`src/rtl/onehot_arb_mux_pkg.sv`:
```
`default_nettype none
// ============================================================================
//  Module : onehot_arb_mux_pkg
//  Brief  : Shared constants and the one-hot AND-OR mux helper used by the
//           arbitrated multiplexer and the older combinational mux lab.
//  Rev    : 1.0  initial release
// ============================================================================
package onehot_arb_mux_pkg;

    // Arbitration policy selectors
    localparam int MODE_RR    = 0;
    localparam int MODE_FIXED = 1;

    // Widest channel count the helper below can reduce over; callers zero-pad
    // their select and data columns up to this width.
    localparam int OH_MAX_CH  = 64;

    // One output bit of a one-hot mux: AND each channel bit with its select
    // and OR the results. A zero select yields zero.
    function automatic logic onehot_mux(
        input logic [OH_MAX_CH-1:0] sel,
        input logic [OH_MAX_CH-1:0] data
    );
        return |(sel & data);
    endfunction

endpackage : onehot_arb_mux_pkg
`default_nettype wire

```
`src/rtl/onehot_arb_mux_rr_arbiter.sv`:
```
`default_nettype none
// ============================================================================
//  Module : rr_arbiter
//  Brief  : Combinational arbiter. Round-robin starting at ptr, or fixed
//           priority (channel 0 highest). Uses a double-width rotate, a
//           lowest-set-bit isolate and an unrotate.
//  Rev    : 1.0  initial release
// ============================================================================
module rr_arbiter
    import onehot_arb_mux_pkg::*;
#(
    parameter int N_CH = 4,
    parameter int MODE = MODE_RR,
    parameter int PW   = $clog2(N_CH)
) (
    input  logic [N_CH-1:0] req,
    input  logic [PW-1:0]   ptr,
    output logic [N_CH-1:0] grant
);

    localparam logic [N_CH-1:0] c_ONE = {{(N_CH-1){1'b0}}, 1'b1};

    logic [PW-1:0]     w_ptr_eff;
    logic [2*N_CH-1:0] w_req_dbl;
    logic [N_CH-1:0]   w_req_rot;
    logic [N_CH-1:0]   w_pick_rot;
    logic [2*N_CH-1:0] w_pick_dbl;

    // Fixed priority is round-robin with the search always starting at 0.
    assign w_ptr_eff  = (MODE == MODE_FIXED) ? '0 : ptr;

    // Rotate requests right so the channel at ptr lands in bit 0.
    assign w_req_dbl  = {req, req};
    assign w_req_rot  = N_CH'(w_req_dbl >> w_ptr_eff);

    // Lowest set bit of the rotated vector is the winner.
    assign w_pick_rot = w_req_rot & (~w_req_rot + c_ONE);

    // Rotate the winner back to absolute channel position.
    assign w_pick_dbl = {w_pick_rot, w_pick_rot} << w_ptr_eff;
    assign grant      = N_CH'(w_pick_dbl >> N_CH);

endmodule : rr_arbiter
`default_nettype wire

```
`src/rtl/onehot_arb_mux.sv`:
```
`default_nettype none
// ============================================================================
//  Module : onehot_arb_mux
//  Brief  : N-channel arbitrated multiplexer with a registered valid/ready
//           output stage. A one-hot grant steers an AND-OR mux; the winning
//           word and its source channel are captured into the output register.
//  Rev    : 1.0  initial release
// ============================================================================
module onehot_arb_mux
    import onehot_arb_mux_pkg::*;
#(
    parameter int N_CH = 4,
    parameter int W    = 2,
    parameter int MODE = MODE_RR
) (
    input  logic              clk,
    input  logic              rst,
    input  logic [N_CH-1:0]   in_valid,
    input  logic [N_CH*W-1:0] in_data,
    output logic [N_CH-1:0]   in_ready,
    output logic              out_valid,
    output logic [W-1:0]      out_data,
    output logic [N_CH-1:0]   out_grant,
    input  logic              out_ready
);

    localparam int PW = $clog2(N_CH);

    logic              w_load;
    logic [N_CH-1:0]   w_grant;
    logic [W-1:0]      w_mux_data;
    logic [PW-1:0]     ptr_q;

    logic              out_valid_q;
    logic [W-1:0]      out_data_q;
    logic [N_CH-1:0]   out_grant_q;

    logic [OH_MAX_CH-1:0] w_sel_ext;
    logic [OH_MAX_CH-1:0] w_col_ext;

    rr_arbiter #(
        .N_CH (N_CH),
        .MODE (MODE),
        .PW   (PW)
    ) u_arb (
        .req   (in_valid),
        .ptr   (ptr_q),
        .grant (w_grant)
    );

    // Pipe register takes a new word whenever it is empty or being drained.
    assign w_load   = !out_valid_q || out_ready;

    // Grant only reaches producers on load cycles, and never while in reset.
    assign in_ready = rst ? '0 : (w_grant & {N_CH{w_load}});

    // AND-OR one-hot mux, one data bit at a time across all channels.
    always_comb begin
        w_mux_data = '0;
        w_sel_ext  = '0;
        w_col_ext  = '0;
        w_sel_ext[N_CH-1:0] = w_grant;
        for (int b = 0; b < W; b++) begin
            w_col_ext = '0;
            for (int ch = 0; ch < N_CH; ch++) begin
                w_col_ext[ch] = in_data[ch*W + b];
            end
            w_mux_data[b] = onehot_mux(w_sel_ext, w_col_ext);
        end
    end

    generate
        if (MODE == MODE_RR) begin : g_rr
            logic [PW-1:0] ptr_d;

            // Next pointer is one past the channel that transferred.
            always_comb begin
                ptr_d = ptr_q;
                for (int i = 0; i < N_CH; i++) begin
                    if (in_ready[i]) begin
                        ptr_d = PW'((i + 1) % N_CH);
                    end
                end
            end

            // Round-robin pointer, advanced only on an actual transfer.
            always_ff @(posedge clk or posedge rst) begin
                if (rst) begin
                    ptr_q <= '0;
                end else begin
                    ptr_q <= ptr_d;
                end
            end
        end else begin : g_fixed
            assign ptr_q = '0;
        end
    endgenerate

    // Output register: capture the winner on load, otherwise hold the word.
    always_ff @(posedge clk or posedge rst) begin
        if (rst) begin
            out_valid_q <= 1'b0;
            out_data_q  <= '0;
            out_grant_q <= '0;
        end else if (w_load) begin
            out_valid_q <= |w_grant;
            out_grant_q <= w_grant;
            if (|w_grant) begin
                out_data_q <= w_mux_data;
            end
        end
    end

    assign out_valid = out_valid_q;
    assign out_data  = out_data_q;
    assign out_grant = out_grant_q;

endmodule : onehot_arb_mux
`default_nettype wire
```
`config.mk`:
```
export PLATFORM = sky130hd
export DESIGN_NAME = onehot_arb_mux
export DESIGN_NICKNAME = d
export VERILOG_FILES = /design/src/rtl/onehot_arb_mux_pkg.sv /design/src/rtl/onehot_arb_mux_rr_arbiter.sv /design/src/rtl/onehot_arb_mux.sv
export SDC_FILE = /design/constraint.sdc
export NUM_CORES = 1
export LEC_CHECK = 0
export CAP_MARGIN = 5
export CORE_ASPECT_RATIO = 1.1
export CORE_UTILIZATION = 30
export CTS_CLUSTER_SIZE = 12
export DETAILED_ROUTE_END_ITERATION = 6
export DONT_BUFFER_PORTS = 1
export HOLD_SLACK_MARGIN = 0.03
export SLEW_MARGIN = 20
export SYNTH_ARGS = -nofsm -noshare
export SYNTH_HDL_FRONTEND = slang
export SYNTH_SLANG_ARGS = --single-unit
```
`constraint.sdc`:
```
create_clock -name clk -period 1.8 [get_ports clk]
set_input_delay 0.36 -clock clk [delete_from_list [all_inputs] [get_ports clk]]
set_output_delay 0.36 -clock clk [all_outputs]
set_load 0.02 [all_outputs]
```
==> summary.txt, run 1 <==
Power and ir drop
  • Pwr dens: ~1200 mW/mm^2
  • Lkg Pwr: 0.363 nW
  • Worst vdd ir: 0.000427 V
  • Sw Pwr: 0.419 mW
  • Switching share of power: 41.1%
  • Seq pwr share: between 30% and 40%
  • Logic pwr share: between 40% and 50%
  • Internal power: around 0.6 mW
  • Clock share of power: roughly 16%
  • Power, Total: 1.02 mW

Floorplan
  • Die W: 46.5 um
  • Core area: just over 0.002 mm^2
  • DIE AREA: approximately 0.0024 mm^2
  • Rows: 17
  • Initial Util: approximately 32%
  • Top Ports: 26
  • Die extent in y: between 50 and 60 um

Finish
  • ANT cells: 0
  • Area Growth Syn to Fin: 26.6%
  • Fin nets: 103
  • Post-layout util: 41.0%
  • Most frequent cells in the layout: buf_4 (12), nor2_1 (8), dfrtp_1 (7), nand2_1 (6), a31oi_1 (5)
  • Most common cell after layout, fill and taps aside: buf_4
  • Ratio of cells with drive above 1 in the final layout: between 30% and 40%
  • Post-route cell area: roughly 830 um^2

STA
  • Fin worst setup slack: -0.0411 ns
  • Final hold vios: 0
  • F_max: around 540 MHz
  • Slew Limit Fails: 0
  • RSZ-0062 raised after global routing: true
  • Total negative slack: -0.0411 ns
  • Hold_ws: roughly 0.22 ns
  • Tmin final: between 1.5 and 2 ns
  • Final period utilization: 102%
  • Setup Viol. Count Final: 1
  • Setup Skew: between 0.01 and 0.015 ns
  • Tightest Pin Transition: approximately 0.24 ns
  • Slew headroom: roughly 84%

Yosys
  • Cell count after synthesis: between 70 and 80
  • Post-synthesis sequential area ratio: between 30% and 40%
  • Syn_nets: 88
  • Syn. warnings: 0
  • #FFs+latches synth: 9
  • Post-Syn Area per Cell: roughly 9 um^2
  • Netlist cell types: 28
  • Synth Cell Area: around 650 um^2

Job
  • MaxCap Viol Count: 0

CTS
  • CTS tree: built
  • Clock Latency Late Sink: 0.27 ns
  • Clock Sinks: 9
  • Clk buf depth: 2
  • Root buf cell: clkbuf_4
  • Clock slew at the register clock pins of the worst setup and hold paths: around 0.07 ns
  • Cts bufs inserted: 3
  • H-tree levels: 1

Place
  • Placer Congestion: approximately 0.84
  • I/O Buffers: 0
  • Area after DPL: roughly 710 um^2
  • Hpwl dp: about 1300 um

Routing
  • Via count: ~630
  • Detail Route Antenna Nets: 0
  • First drt pass iteration count: 4
  • Vias/cell: 5.50
  • DRT iter0 DRCs: 28
  • DRC viols: 0
  • Routed WL: about 1700 um
  • Wire per inst: between 10 and 15 um

Worst setup path
  • FF-to-FF setup slack: approximately 0.25 ns
  • Endpoint type of the worst setup path: output port
  • Crit path max fanout: 5
  • Setup Crit Path Kind: reg2out
  • CP arrival: about 1.5 ns
  • CP startpoint kind: flip-flop
  • Critical Path RT: roughly 1.4 ns

Global routing
  • GRT Util Overall: roughly 16%
  • Largest net degree at the start of global routing: 12
  • Antenna violations before repair: 0
  • Vias in the first global route: approximately 600
  • Global-route wire length before repair: 2600 um
  • Total gr overflow: 0

Status
  • Violated checks: setup timing
  • Outcome: complete, but fails checks

Min path
  • HP Class: in2reg
power by group through the flow:
| stage | Sequential [mW] | Clock [mW] | Combinational [mW] |
|---|---|---|---|
| 2_1_floorplan | 0.350 | 0 | 0.304 |
| 3_3_place_gp | 0.361 | 0 | 0.348 |
| 3_5_place_dp | 0.368 | 0 | 0.354 |
| 4_1_cts | 0.368 | 0.167 | 0.379 |
| 5_1_grt | 0.368 | 0.180 | 0.523 |
| 6_report | 0.362 | 0.165 | 0.492 |
stage by stage:
| step | setup WS [ns] | std cells |
|---|---|---|
| 2_1_floorplan | 0.0295 | 73 |
| 4_1_cts | -0.111 | 109 |
| 3_3_place_gp | 0.153 | 103 |
| 3_5_place_dp | 0.117 | 103 |
| 6_report | -0.0411 | 115 |
| 5_1_grt | -0.0908 | 115 |
repair_timing:
item,CTS,global route
setup buffers,1,6
hold buffers,1,0
pin swaps,1,7
endpoints found under the hold margin,9,0
setup endpoints to repair,3,4
gates cloned,0,0
gates resized for setup,3,6
layer usage:
| layer | wire length, um | vias up | track usage [%] |
|---|---|---|---|
| met5 | 0 | - | 0 |
| met4 | 30 | 0 | 7.84 |
| met3 | 195 | 6 | 6.71 |
| met2 | 830 | 40 | 25.5 |
| met1 | 664 | 287 | 16.2 |
| li1 | - | 299 | - |
final timing paths:
path / from / to / cells after the start
worst max-delay path: ptr_q[1]$_DFFE_PP0P_ / in_ready[2] / 5
worst min-delay path: in_valid[0] / out_valid$_DFFE_PP0N_ / 2
worst max register to register: ptr_q[1]$_DFFE_PP0P_ / ptr_q[0]$_DFFE_PP0P_ / 6
worst min register to register: ptr_q[1]$_DFFE_PP0P_ / ptr_q[1]$_DFFE_PP0P_ / 2
max in group asynchronous: rst / ptr_q[0]$_DFFE_PP0P_ / 3
min in group asynchronous: rst / out_data[1]$_DFFE_PP0P_ / 3
state kept, by name, summed over array words and instances (netlist names):
| signal | flops |
|---|---|
| out_grant | 4 |
| out_data | 2 |
| ptr_q | 2 |
| out_valid | 1 |
layout make-up:
| type | instances | area (um^2) |
|---|---|---|
| Timing Repair Buffer | 14 | 111 |
| Multi-Input combinational cell | 58 | 420 |
| Fill cell | 203 | 1190 |
| Sequential cell | 9 | 228 |
| Clock buffer | 4 | 26.3 |
| Tap cell | 28 | 35.0 |
| Inverter | 2 | 7.51 |
Yosys cell counts:
| library cell | instances | area share [%] |
|---|---|---|
| inv_2 | 1 | 0.57 |
| a22oi_1 | 2 | 2.3 |
| and3_1 | 3 | 2.9 |
| a221o_1 | 2 | 3.1 |
| nor2_1 | 8 | 4.6 |
| a21oi_1 | 2 | 1.5 |
| nand2b_1 | 3 | 2.9 |
| a21o_1 | 1 | 1.1 |
| nor2b_2 | 1 | 1.3 |
| clkbuf_1 | 1 | 0.57 |
| o211ai_1 | 1 | 1.1 |
| or3_4 | 2 | 3.4 |
| a21bo_2 | 1 | 1.5 |
| o21ai_1 | 4 | 3.1 |
| nor2b_1 | 2 | 1.9 |
| a31oi_1 | 5 | 4.8 |
| dfrtp_1 | 9 | 34 |
| o311ai_2 | 1 | 2.5 |
| a21oi_2 | 1 | 1.3 |
| o21ai_0 | 2 | 1.5 |
| or2_2 | 1 | 0.96 |
| nand2_1 | 8 | 4.6 |
| buf_2 | 2 | 1.5 |
| nand3_1 | 4 | 3.1 |
| inv_1 | 1 | 0.57 |
| o311ai_4 | 2 | 8.0 |
| buf_6 | 1 | 1.7 |
| o211a_1 | 2 | 3.1 |
cell families (layout without fill, tap and decap cells):
logic type             Yosys count  after routing  synth area share, %
buffers and inverters            6             20                 4.97
and+or+nand+nor                 32             32                 25.6
DFF                              9              9                 34.4
AOI/OAI and AO/OA               26             26                 35.0
worst max-delay path, cell delays in order (launching register included):
cell and delay, ns:
dfrtp_2 0.44, buf_6 0.14, o311ai_4 0.29, nand2_2 0.09, nor2_1 0.09, buf_4 0.14
No activity file was read; power rests on OpenSTA's default activity.
==> inputs of run 2 (changes only) <==
- GPL_ROUTABILITY_DRIVEN: unset -> 0
==> results of run 2 <==
The final DEF is identical to that of run 1; final timing and power are the same.
